File: src/rtl/fair_rr_response_router.sv
// fair_rr_response_router: in-order index FIFO steering response bursts to the issuing requester (push side: push_i/push_idx_i/full_o/empty_o/outstanding_o; rsp in: rsp_valid_i/rsp_data_i/rsp_last_i/rsp_ready_o; rsp out: rsp_valid_o/rsp_data_o/rsp_last_o/rsp_ready_i; unexpected_o sticky)
module fair_rr_response_router #(
  parameter int unsigned NumOut = 4,
  parameter int unsigned Depth = 8,
  parameter type DataType = logic,
  localparam int unsigned IdxWidth = $clog2(NumOut),
  localparam int unsigned CntWidth = $clog2(Depth + 1),
  localparam int unsigned PtrWidth = Depth > 1 ? $clog2(Depth) : 1
) (
  input  logic                clk_i,
  input  logic                rst_ni,
  input  logic                flush_i,
  input  logic                push_i,
  input  logic [IdxWidth-1:0] push_idx_i,
  output logic                full_o,
  output logic                empty_o,
  output logic [CntWidth-1:0] outstanding_o,
  input  logic                rsp_valid_i,
  input  DataType             rsp_data_i,
  input  logic                rsp_last_i,
  output logic                rsp_ready_o,
  output logic [NumOut-1:0]   rsp_valid_o,
  output DataType             rsp_data_o,
  output logic                rsp_last_o,
  input  logic [NumOut-1:0]   rsp_ready_i,
  output logic                unexpected_o
);
  if (NumOut < 2 || Depth < 1) begin : g_bad_params
    $error("fair_rr_response_router: NumOut must be >= 2 and Depth >= 1");
  end
  logic [IdxWidth-1:0] mem [Depth];
  logic [PtrWidth-1:0] wr_ptr, rd_ptr;
  logic [CntWidth-1:0] count;
  logic                out_valid_q, out_last_q;
  logic [IdxWidth-1:0] out_idx_q;
  DataType             out_data_q;
  logic                push_ok, accept, pop, stage_free;
  always_comb begin
    full_o        = count == CntWidth'(Depth);
    empty_o       = count == '0;
    outstanding_o = count;
    stage_free    = !out_valid_q || rsp_ready_i[out_idx_q];
    rsp_ready_o   = !empty_o && stage_free;
    push_ok       = push_i && !full_o;
    accept        = rsp_valid_i && rsp_ready_o;
    pop           = accept && rsp_last_i;
    rsp_valid_o   = out_valid_q ? {{(NumOut-1){1'b0}}, 1'b1} << out_idx_q : '0;
    rsp_data_o    = out_data_q;
    rsp_last_o    = out_last_q;
  end
  always_ff @(posedge clk_i) begin
    if (push_ok && !flush_i) mem[wr_ptr] <= push_idx_i;
  end
  always_ff @(posedge clk_i or negedge rst_ni) begin
    if (!rst_ni) begin
      wr_ptr       <= '0;
      rd_ptr       <= '0;
      count        <= '0;
      out_valid_q  <= 1'b0;
      out_idx_q    <= '0;
      out_data_q   <= '0;
      out_last_q   <= 1'b0;
      unexpected_o <= 1'b0;
    end else if (flush_i) begin
      wr_ptr       <= '0;
      rd_ptr       <= '0;
      count        <= '0;
      out_valid_q  <= 1'b0;
      out_idx_q    <= '0;
      out_data_q   <= '0;
      out_last_q   <= 1'b0;
      unexpected_o <= 1'b0;
    end else begin
      if (push_ok) wr_ptr <= wr_ptr == PtrWidth'(Depth - 1) ? '0 : wr_ptr + 1'b1;
      if (pop) rd_ptr <= rd_ptr == PtrWidth'(Depth - 1) ? '0 : rd_ptr + 1'b1;
      count <= count + CntWidth'(push_ok) - CntWidth'(pop);
      if (rsp_valid_i && empty_o) unexpected_o <= 1'b1;
      if (accept) begin
        out_valid_q <= 1'b1;
        out_idx_q   <= mem[rd_ptr];
        out_data_q  <= rsp_data_i;
        out_last_q  <= rsp_last_i;
      end else if (out_valid_q && rsp_ready_i[out_idx_q]) begin
        out_valid_q <= 1'b0;
      end
    end
  end
endmodule

File: config.mk
export PLATFORM = sky130hd
export DESIGN_NAME = fair_rr_response_router
export DESIGN_NICKNAME = d
export VERILOG_FILES = /design/src/rtl/fair_rr_response_router.sv
export SDC_FILE = /design/constraint.sdc
export NUM_CORES = 1
export LEC_CHECK = 0
export ABC_AREA = 1
export CAP_MARGIN = 20
export CORE_ASPECT_RATIO = 0.6
export CORE_MARGIN = 4
export CORE_UTILIZATION = 48
export DETAILED_ROUTE_END_ITERATION = 6
export PLACE_DENSITY = 0.75
export SLEW_MARGIN = 20
export SYNTH_ARGS = -nofsm -noshare
export SYNTH_HDL_FRONTEND = slang
export SYNTH_SLANG_ARGS = --single-unit
File: constraint.sdc
create_clock -name clk_i -period 2.75 [get_ports clk_i]
set_clock_uncertainty 0.2 [all_clocks]
set_input_delay 0.55 -clock clk_i [delete_from_list [all_inputs] [get_ports clk_i]]
set_output_delay 0.55 -clock clk_i [all_outputs]
set_load 0.01 [all_outputs]
==> results of run 1 <==
-- flip-flops by register name, indices dropped and copies added (netlist names) --
register	count
rsp_last_o	1
wr_ptr	3
out_idx_q	2
mem	16
rsp_data_o	1
out_valid_q	1
outstanding_o	4
unexpected_o	1
rd_ptr	3
-- power breakdown --
group	switching [W]	total (W)	leakage, nW	internal [W]
Combinational	0.000393	0.000729	0.563	0.000336
Clock	0.000168	0.000459	0.0588	0.000291
Sequential	0.0000728	0.000646	0.357	0.000574
-- routing by layer --
layer  track usage  part of all wire  vias to the layer above
met2         0.289              0.46                       34
met1         0.233              0.47                      607
met5             0                 0                        -
met4        0.0737             0.014                        0
met3        0.0505             0.049                        7
li1              -                 -                      663
-- layout make-up --
type | count | area, um2 | share of cell area
timing repair buffer | 32 | 308 | 0.144
inverter | 26 | 98.8 | 0.0461
clock inverter | 2 | 33.8 | 0.0158
tap | 45 | 56.3 | 0.0263
multi-input combinational | 120 | 683 | 0.319
clock buffer | 6 | 82.6 | 0.0385
sequential | 32 | 881 | 0.411
-- cells by family (layout without fill, tap and decap cells) --
| group | count (synthesis) | in the layout | share of synthesized area |
|---|---|---|---|
| adder cells (fa/ha/maj) | 11 | 11 | 0.0864 |
| XOR/XNOR | 2 | 2 | 0.0104 |
| buffers and inverters | 29 | 66 | 0.0692 |
| AND/OR/NAND/NOR | 92 | 92 | 0.264 |
| AO/OA/AOI/OAI | 15 | 15 | 0.0462 |
| flip-flops | 32 | 32 | 0.524 |
-- placed cells by master (no fill, tap or decap) --
| master | count |
|---|---|
| nand2_1 | 32 |
| nor2_1 | 30 |
| clkdlybuf4s50_1 | 25 |
| inv_1 | 18 |
| edfxtp_1 | 16 |
| dfrtp_1 | 16 |
| nand3_1 | 15 |
| o21ai_1 | 11 |
| ha_1 | 10 |
| inv_2 | 7 |
| clkbuf_8 | 6 |
| buf_4 | 6 |
| nor3_1 | 4 |
| nand3_2 | 3 |
| nand2_2 | 2 |
| nand3_4 | 2 |
| a21oi_1 | 2 |
| nand4_2 | 1 |
| xnor2_1 | 1 |
| a31oi_1 | 1 |
| xor2_1 | 1 |
| nand2_4 | 1 |
| nor2_2 | 1 |
| clkinv_2 | 1 |
| nand3b_1 | 1 |
| o22ai_1 | 1 |
| fa_1 | 1 |
| clkinv_1 | 1 |
| bufinv_16 | 1 |
| dlymetal6s2s_1 | 1 |
-- tightest hold or removal path: cells and delay by family, from the launching register on --
family / cells / cell delay (ps)
DFF: 1 / 340
and+or+nand+nor: 2 / 150
-- how the worst max path moves through the flow --
stage / startpoint / to / slack [ps]
6_report: rsp_ready_i[3] / outstanding_o[2]$_DFF_PN0_ / 220
5_1_grt: rsp_ready_i[3] / outstanding_o[2]$_DFF_PN0_ / 80
4_1_cts: rsp_ready_i[3] / rsp_ready_o / 30
3_5_place_dp: rsp_ready_i[3] / outstanding_o[2]$_DFF_PN0_ / -70
3_3_place_gp: rsp_ready_i[3] / outstanding_o[2]$_DFF_PN0_ / -9
2_1_floorplan: rsp_ready_i[3] / outstanding_o[2]$_DFF_PN0_ / 410
-- metrics by stage --
stage	total power (W)	hold WS, ps	cells	area [um2]
6_report	0.00183	324	263	2140
4_1_cts	0.00186	326	263	2140
5_1_grt	0.00196	355	263	2140
3_3_place_gp	0.00136	295	255	2020
2_1_floorplan	0.00109	54.4	181	1680
3_5_place_dp	0.00139	313	255	2020
-- timing repair --
item                       CTS  global route
resized for setup            0             1
setup buffers                0             0
setup endpoints to repair    0             1
==> out/metrics.cfg, run 1 <==
[sta]
final-setup-viol-count = 0
drv_slew = 0
final.setup.worst_slack_ps = 216
max_freq_mhz = 395
setup_tns_ps = 0
min_period_ps = 2530
worstMarginPinSlew_ps = 749
final.period_utilization = 0.921
rsz0062_at_grt = false
hold_viol = 0
slew_headroom = 0.499

[worst_setup_path]
worst-setup-path-type = primary input to flip-flop
start_kind = primary input
critical_path_depth = 13
r2r_end = outstanding_o[2]$_DFF_PN0_
cp.arrival_ps = 2510
crit_chain = clkdlybuf4s50_1 > nand2_1 > nand2_1 > nand2_2 > nand3_4 > nand4_2 > inv_1 > ha_1 > inv_1 > ha_1 > fa_1 > xnor2_1 > nor2_1
cp_slowest_cell = clkdlybuf4s50_1
end_kind = flip-flop
reg2regPathDepth = 11
r2r_start = outstanding_o[2]$_DFF_PN0_
r2r_slack_ps = 320
cpPeakStageDelay_ps = 400
critPathTopFamily = adder cells
crit_required_ps = 2720
crit_buf_inv = 3
path_max_fanout = 2

[clocking]
cts_num_sinks = 32
h-tree-depth = 2
numCtsBuffers = 5
clockRootBuffer = clkbuf_8
path_clk_slew_ps = 60
clk_latency_ps = 280
hold_buffers = 0
tritoncts = built
clockBufferDepth = 2

[power]
power_density_nw_per_um2 = 856
leakagePower_nw = 0.979
peakVddDrop_mv = 0.492

[worst_hold_path]
whs_path_depth = 2
holdPathEnd = rsp_data_o$_DFFE_PN0P_
hp-start = rsp_data_o$_DFFE_PN0P_
hp-class = flip-flop to flip-flop

[synth]
avgSynthCellArea_um2 = 9.28
synth_flop_cell = edfxtp_1
synth-async-reset-ratio = 0.500
synth-edff-count = 16
ys_ff_latch = 32
syn_nets = 205
synth.most_common_cell = nand2_1
synth_common_cells = nand2_1, nor2_1, inv_1, dfrtp_1, edfxtp_1
seq_area_frac_synth = 0.524
yosysUniqueCellTypes = 26
synth_warnings = 0
synth.area.top_cells = edfxtp_1, dfrtp_1, ha_1
syn-cell-area_um2 = 1680
synth_top_area_share = 0.286
yosysTopAreaCell = edfxtp_1
syn_inst = 181

[status]
outcome = finished clean

[placement]
place_congestion = 0.765
dp_hpwl_um = 2790
dp_slack_ps = -72.7
portBuffers = 26

[cells_and_area]
fin_util = 0.649
num-fill-cells = 271
syn2layout_area_growth_pct = 27.6
final_nets = 241
drive_gt1_frac = 0.142
diodes = 0

[grt]
grt_max_degree = 17
antenna_found_initial = 0
grt.total_usage = 0.179
grt_pass1_vias = 1295
grt_overflow = 0
grt_pass1_wl_um = 6120

[die]
start_util = 0.509
core_area_um2 = 3300
die_w_um = 84.4
io_pins = 27
die_h_um = 53.8
rows = 16
dieArea_um2 = 4540

[detailed_routing]
drt_iter0_drc = 109
via_per_inst = 4.98
wl_per_cell_um = 13.8
via_count = 1311
drt-pass1-iter-count = 4
routed_wl_um = 3630
drcViolationCount = 0
ant_nets = 0

[run]
cap_viol_max_count = 0

(Power assumes the default switching activity.)
==> inputs of run 2 (changes only) <==
--- a/config.mk
+++ b/config.mk
@@ -11,8 +11,9 @@
 export CORE_MARGIN = 4
 export CORE_UTILIZATION = 48
 export DETAILED_ROUTE_END_ITERATION = 6
+export MAX_ROUTING_LAYER = met4
 export PLACE_DENSITY = 0.75
-export SLEW_MARGIN = 20
+export SLEW_MARGIN = 0
 export SYNTH_ARGS = -nofsm -noshare
 export SYNTH_HDL_FRONTEND = slang
 export SYNTH_SLANG_ARGS = --single-unit
==> constraint.sdc (replaced) <==
create_clock -name clk_i -period 2.75 [get_ports clk_i]
set_clock_uncertainty 0.2 [all_clocks]
set_input_delay 0.55 -clock clk_i [delete_from_list [all_inputs] [get_ports clk_i]]
set_output_delay 0.55 -clock clk_i [all_outputs]
set_load 0.005 [all_outputs]
==> run 2 against run 1 <==
- clock-buffer cell count did not move
- final cell count did not move
- setup slack got worse by 140 ps
- highest routed layer unchanged
- global-route usage rose by 0.77 points
- critical path depth fell by 7
- largest power group unchanged
- sequential share of layout area barely moved
- largest cell class unchanged
- total power fell by 1.5%
==> out/metrics.cfg, run 2 (same netlist as run 1, synthesis figures left out) <==
[cells_and_area]
diodes = 0  ; unchanged
syn2layout_area_growth_pct = 27.4  ; was 27.6%
largest_register_ffs = 16  ; unchanged
final_nets = 241  ; unchanged
multi_input_area_um2 = 683  ; unchanged
fin_cells = 263  ; unchanged
ff_latch_area_um2 = 881  ; unchanged
final_common_cell = nand2_1  ; unchanged
drive_gt1_frac = 0.142  ; unchanged
layout_common_cells = nand2_1, nor2_1, clkdlybuf4s50_1, inv_1  ; unchanged
largest_register = mem  ; unchanged
num-fill-cells = 268  ; was 271

[power]
power_density_nw_per_um2 = 844  ; was 856 nW/um2
peakVddDrop_mv = 0.479  ; was 0.492 mV
leakagePower_nw = 0.970  ; was 0.979 nW
p_total_w = 0.00181  ; was 0.00183 W

[sta]
worstMarginPinSlew_ps = 761  ; was 749 ps
rsz0062_at_grt = false  ; unchanged
drv_slew = 0  ; unchanged
final.setup.worst_slack_ps = 78.4  ; was 216 ps
hold_viol = 0  ; unchanged
slew_headroom = 0.491  ; was 0.499
setup_tns_ps = 0  ; unchanged
final-setup-viol-count = 0  ; unchanged
min_period_ps = 2670  ; was 2530 ps
max_freq_mhz = 374  ; was 395 MHz
whs_ps = 324  ; about the same
final.period_utilization = 0.971  ; was 0.921

[grt]
grt_pass1_vias = 1292  ; was 1295
antenna_found_initial = 0  ; unchanged
grt_pass1_wl_um = 6120  ; unchanged
grt.total_usage = 0.187  ; was 0.179
busiest_layer = met2  ; unchanged
use_met1 = 0.233  ; unchanged
use_met2 = 0.289  ; unchanged
grt_max_degree = 17  ; unchanged
use_met3 = 0.0734  ; was 0.0505
grt_overflow = 0  ; unchanged

[worst_setup_path]
start_kind = primary input  ; unchanged
path_max_fanout = 2  ; unchanged
r2r_slack_ps = 330  ; was 320 ps
reg2regPathDepth = 11  ; unchanged
worst-setup-path-type = primary input to output port  ; was primary input to flip-flop
r2r_start = outstanding_o[2]$_DFF_PN0_  ; unchanged
r2r_end = outstanding_o[2]$_DFF_PN0_  ; unchanged
crit_required_ps = 2000  ; was 2720 ps
cp.arrival_ps = 1920  ; was 2510 ps
end_kind = output port  ; was flip-flop

[detailed_routing]
wl_per_cell_um = 13.8  ; about the same
routed_wl_um = 3620  ; was 3630 um
ant_nets = 0  ; unchanged
drt_iter0_drc = 98  ; was 109
via_count = 1294  ; was 1311
drcViolationCount = 0  ; unchanged
via_per_inst = 4.92  ; was 4.98
drt-pass1-iter-count = 4  ; unchanged

[clocking]
cts_num_sinks = 32  ; unchanged
clk_latency_ps = 280  ; about the same
postCtsSetupRepairBufs = 0  ; unchanged
clockRootBuffer = clkbuf_8  ; unchanged
numCtsBuffers = 5  ; unchanged
hold_buffers = 0  ; unchanged
tritoncts = built  ; unchanged
h-tree-depth = 2  ; unchanged
cts.repair.resized = 0  ; unchanged
clockBufferDepth = 2  ; unchanged
path_clk_slew_ps = 60  ; about the same

[placement]
portBuffers = 26  ; unchanged
place_congestion = 0.775  ; was 0.765
dp_cells = 255  ; unchanged
dp_hpwl_um = 2790  ; unchanged
dp_slack_ps = -72.7  ; unchanged

[worst_hold_path]
whs_path_depth = 2  ; unchanged
holdPathEnd = rsp_data_o$_DFFE_PN0P_  ; unchanged
hp-class = flip-flop to flip-flop  ; unchanged
hp-start = rsp_data_o$_DFFE_PN0P_  ; unchanged

[run]
cap_viol_max_count = 0  ; unchanged

[die]
start_util = 0.509  ; unchanged
core_area_um2 = 3300  ; unchanged
die_w_um = 84.4  ; unchanged
dieArea_um2 = 4540  ; unchanged
io_pins = 27  ; unchanged
rows = 16  ; unchanged
die_h_um = 53.8  ; unchanged

[status]
outcome = finished clean  ; unchanged

## run 2: worst max path at each step
stage / start / to / slack, ps / depth (start not counted)
2_1_floorplan: rsp_ready_i[3] / outstanding_o[2]$_DFF_PN0_ / 410 / 12
3_3_place_gp: rsp_ready_i[3] / outstanding_o[2]$_DFF_PN0_ / -9 / 13
3_5_place_dp: rsp_ready_i[3] / outstanding_o[2]$_DFF_PN0_ / -70 / 13
4_1_cts: rsp_ready_i[3] / rsp_ready_o / 70 / 6
5_1_grt: rsp_ready_i[3] / rsp_ready_o / 9 / 6
6_report: rsp_ready_i[3] / rsp_ready_o / 80 / 6
## run 2: final cells by class
cell class                      count  share of cell area
Inverter                           26              0.0462
Clock buffer                        6              0.0386
Multi-Input combinational cell    120               0.319
Tap cell                           45              0.0263
Timing Repair Buffer               32               0.143
Clock inverter                      2              0.0158
Sequential cell                    32               0.411
## run 2: worst max-delay path, stage by stage
cell,delay [ps]
clkdlybuf4s50_1,460
nand2_1,60
nand2_1,90
nand2_2,70
a31oi_1,160
clkdlybuf4s50_1,530
## run 2: where the power goes
part	leakage [nW]	switching, W	internal [W]
Combinational	0.554	0.000363	0.000338
Clock	0.0588	0.000168	0.000291
Sequential	0.357	0.0000728	0.000574
Total	0.970	0.000604	0.00120
## run 2: routing by layer
layer  wire, um  up-vias
met5          0        -
met4         42        0
met3        211        4
met2       1690       40
met1       1680      591
li1           -      659
## run 2: stage by stage
step                instance area (um2)  utilization
global placement                   2020        0.613
CTS                                2140        0.648
finish                             2140        0.648
floorplan                          1680            -
global route                       2140        0.648
detailed placement                 2020        0.613
==> inputs of run 3 (changes only) <==
--- a/config.mk
+++ b/config.mk
@@ -10,9 +10,11 @@
 export CORE_ASPECT_RATIO = 0.6
 export CORE_MARGIN = 4
 export CORE_UTILIZATION = 48
+export CTS_BUF_LIST = sky130_fd_sc_hd__clkbuf_4 sky130_fd_sc_hd__clkbuf_8
 export DETAILED_ROUTE_END_ITERATION = 6
 export MAX_ROUTING_LAYER = met4
 export PLACE_DENSITY = 0.75
+export SETUP_SLACK_MARGIN = 0.5
 export SLEW_MARGIN = 0
 export SYNTH_ARGS = -nofsm -noshare
 export SYNTH_HDL_FRONTEND = slang
==> run 3 against run 2 <==
- total power is 12% higher
- register-to-register slack better by 100 ps
- via count is 5.6% higher
- combinational power is 33% higher
- routed wire length is 12% higher
- critical path depth is 7 higher
- non-clock buffer count is 8 higher
- maximum frequency is 15% higher
- clock-buffer cell count stayed put
==> out/metrics.cfg, run 3 (same netlist as run 1, synthesis figures left out) <==
[worst_setup_path]
end_kind = flip-flop  ; was output port
worst-setup-path-type = flip-flop to flip-flop  ; was primary input to output port
cpPeakStageDelay_ps = 520  ; was 530 ps
start_kind = flip-flop  ; was primary input
crit_buf_inv = 4  ; was 2
cp.arrival_ps = 2340  ; was 1920 ps
cp_slowest_cell = fa_2  ; was clkdlybuf4s50_1
r2r_slack_ps = 430  ; was 330 ps
r2r_start = out_idx_q[0]$_DFFE_PN0P_  ; was outstanding_o[2]$_DFF_PN0_
crit_chain = inv_4 > nand2_4 > nand2_2 > nand2_2 > nand3_4 > nand4_4 > inv_2 > ha_4 > inv_4 > ha_4 > fa_2 > inv_1 > nor2_1  ; was clkdlybuf4s50_1 > nand2_1 > nand2_1 > nand2_2 > a31oi_1 > clkdlybuf4s50_1
crit_required_ps = 2770  ; was 2000 ps
critical_path_depth = 13  ; was 6
crit_start = out_idx_q[0]$_DFFE_PN0P_  ; was rsp_ready_i[3]
path_max_fanout = 6  ; was 2
critPathTopFamily = adder cells  ; was buffers and inverters
reg2regPathDepth = 13  ; was 11

[grt]
antenna_found_initial = 0  ; unchanged
grt_pass1_vias = 1451  ; was 1292
grt_pass1_wl_um = 6670  ; was 6120 um
grt_max_degree = 17  ; unchanged
grt.total_usage = 0.206  ; was 0.187
grt_overflow = 0  ; unchanged

[die]
die_h_um = 53.8  ; unchanged
start_util = 0.509  ; unchanged
core_area_um2 = 3300  ; unchanged
dieArea_um2 = 4540  ; unchanged
io_pins = 27  ; unchanged
die_w_um = 84.4  ; unchanged
rows = 16  ; unchanged

[detailed_routing]
routed_wl_um = 4040  ; was 3620 um
via_per_inst = 5.04  ; was 4.92
ant_nets = 0  ; unchanged
drt_iter0_drc = 101  ; was 98
wl_per_cell_um = 14.9  ; was 13.8 um
drt-pass1-iter-count = 4  ; unchanged
via_count = 1366  ; was 1294
drcViolationCount = 0  ; unchanged

[cells_and_area]
diodes = 0  ; unchanged
final_nets = 249  ; was 241
layout_common_cells = nor2_1, nand2_1, clkdlybuf4s50_1, edfxtp_1, dfrtp_1  ; was nand2_1, nor2_1, clkdlybuf4s50_1, inv_1
drive_gt1_frac = 0.274  ; was 0.142
fin_cells = 271  ; was 263
num-fill-cells = 251  ; was 268
final_common_cell = nor2_1  ; was nand2_1
syn2layout_area_growth_pct = 37.4  ; was 27.4%
final_area_um2 = 2310  ; was 2140 um2
largest_register_ffs = 16  ; unchanged
largest_register = mem  ; unchanged

[placement]
dp_hpwl_um = 2840  ; was 2790 um
portBuffers = 26  ; unchanged
place_congestion = 0.815  ; was 0.775
dp_cells = 254  ; was 255
placed_area_um2 = 2070  ; was 2020 um2

[power]
peakVddDrop_mv = 0.649  ; was 0.479 mV
power_density_nw_per_um2 = 880  ; was 844 nW/um2
leakagePower_nw = 1.06  ; was 0.970 nW

[sta]
slew_headroom = 0.475  ; was 0.491
setup_tns_ps = 0  ; unchanged
final-setup-viol-count = 0  ; unchanged
max_freq_mhz = 431  ; was 374 MHz
worstMarginPinSlew_ps = 785  ; was 761 ps
whs_ps = 317  ; was 324 ps
rsz0062_at_grt = true  ; was false
min_period_ps = 2320  ; was 2670 ps
drv_slew = 0  ; unchanged
hold_viol = 0  ; unchanged
final.period_utilization = 0.843  ; was 0.971

[clocking]
clockBufferDepth = 2  ; unchanged
tritoncts = built  ; unchanged
path_clk_slew_ps = 70  ; was 60 ps
clk_latency_ps = 280  ; about the same
numCtsBuffers = 5  ; unchanged
cts_num_sinks = 32  ; unchanged
hold_buffers = 0  ; unchanged
h-tree-depth = 2  ; unchanged
clockRootBuffer = clkbuf_8  ; unchanged

[worst_hold_path]
whs_path_depth = 2  ; unchanged
hp-class = flip-flop to flip-flop  ; unchanged
hp-start = rsp_data_o$_DFFE_PN0P_  ; unchanged

[status]
outcome = finished clean  ; unchanged

[run]
cap_viol_max_count = 0  ; unchanged

==> run 3: changes by cell type in the layout (fill, tap and decap cells not counted), moves of 3 or more <==
cell / previous run / this run
clkdlybuf4s50_1: 26 / 16
buf_4: 6 / 14
dlygate4sd2_1: 0 / 7
nand2_1: 32 / 25
ha_1: 10 / 6
inv_1: 18 / 14
nand2_4: 1 / 5
ha_4: 0 / 3
nand2_2: 2 / 5
==> run 3: per-stage QoR <==
stage	worst slack [ps]	utilization	power, W
4_1_cts	443	0.683	0.00195
3_5_place_dp	-65.4	0.626	0.00139
6_report	432	0.699	0.00203
5_1_grt	332	0.699	0.00217
2_1_floorplan	465	-	0.00110
3_3_place_gp	-26.8	0.626	0.00136
==> run 3: power by group <==
group          switching, W  internal (W)
clock network      0.000171      0.000278
logic              0.000472      0.000459
registers         0.0000781      0.000574
==> run 3: worst min-delay path, delay by kind of cell, from the launching register on <==
kind	cells	cell delay [ps]
flip-flops	1	340
AND/OR/NAND/NOR	2	140
==> run 3: final timing paths <==
kind / endpoint
setup reg to reg: outstanding_o[1]$_DFF_PN0_
hold reg to reg: rsp_data_o$_DFFE_PN0P_
min in group asynchronous: outstanding_o[3]$_DFF_PN0_
max in group asynchronous: out_idx_q[0]$_DFFE_PN0P_
hold / removal: rsp_data_o$_DFFE_PN0P_
setup / recovery: outstanding_o[1]$_DFF_PN0_
==> run 3: what timing repair did <==
| action | 4_1_cts | 5_1_grt |
|---|---|---|
| pin swaps | 3 | 7 |
| setup endpoints to repair | 9 | 7 |
| resized for setup | 18 | 12 |
| buffers inserted | 7 | 2 |
| hold endpoints to repair | 0 | 0 |
==> run 3: per-layer routing <==
metal | track usage | wire length, um
met5 | - | 0
met4 | 0.0947 | 46
met3 | 0.0627 | 218
met2 | 0.372 | 2050
met1 | 0.215 | 1730
==> run 3: final cells by class <==
class                   count  area [um2]  area share
inverters                  26         104      0.0450
clock inverters             2        35.0      0.0152
multi-input cells         120         801       0.347
clock buffers               6        76.3      0.0331
well taps                  45        56.3      0.0244
flip-flops and latches     32         882       0.382
repair buffers             40         354       0.153
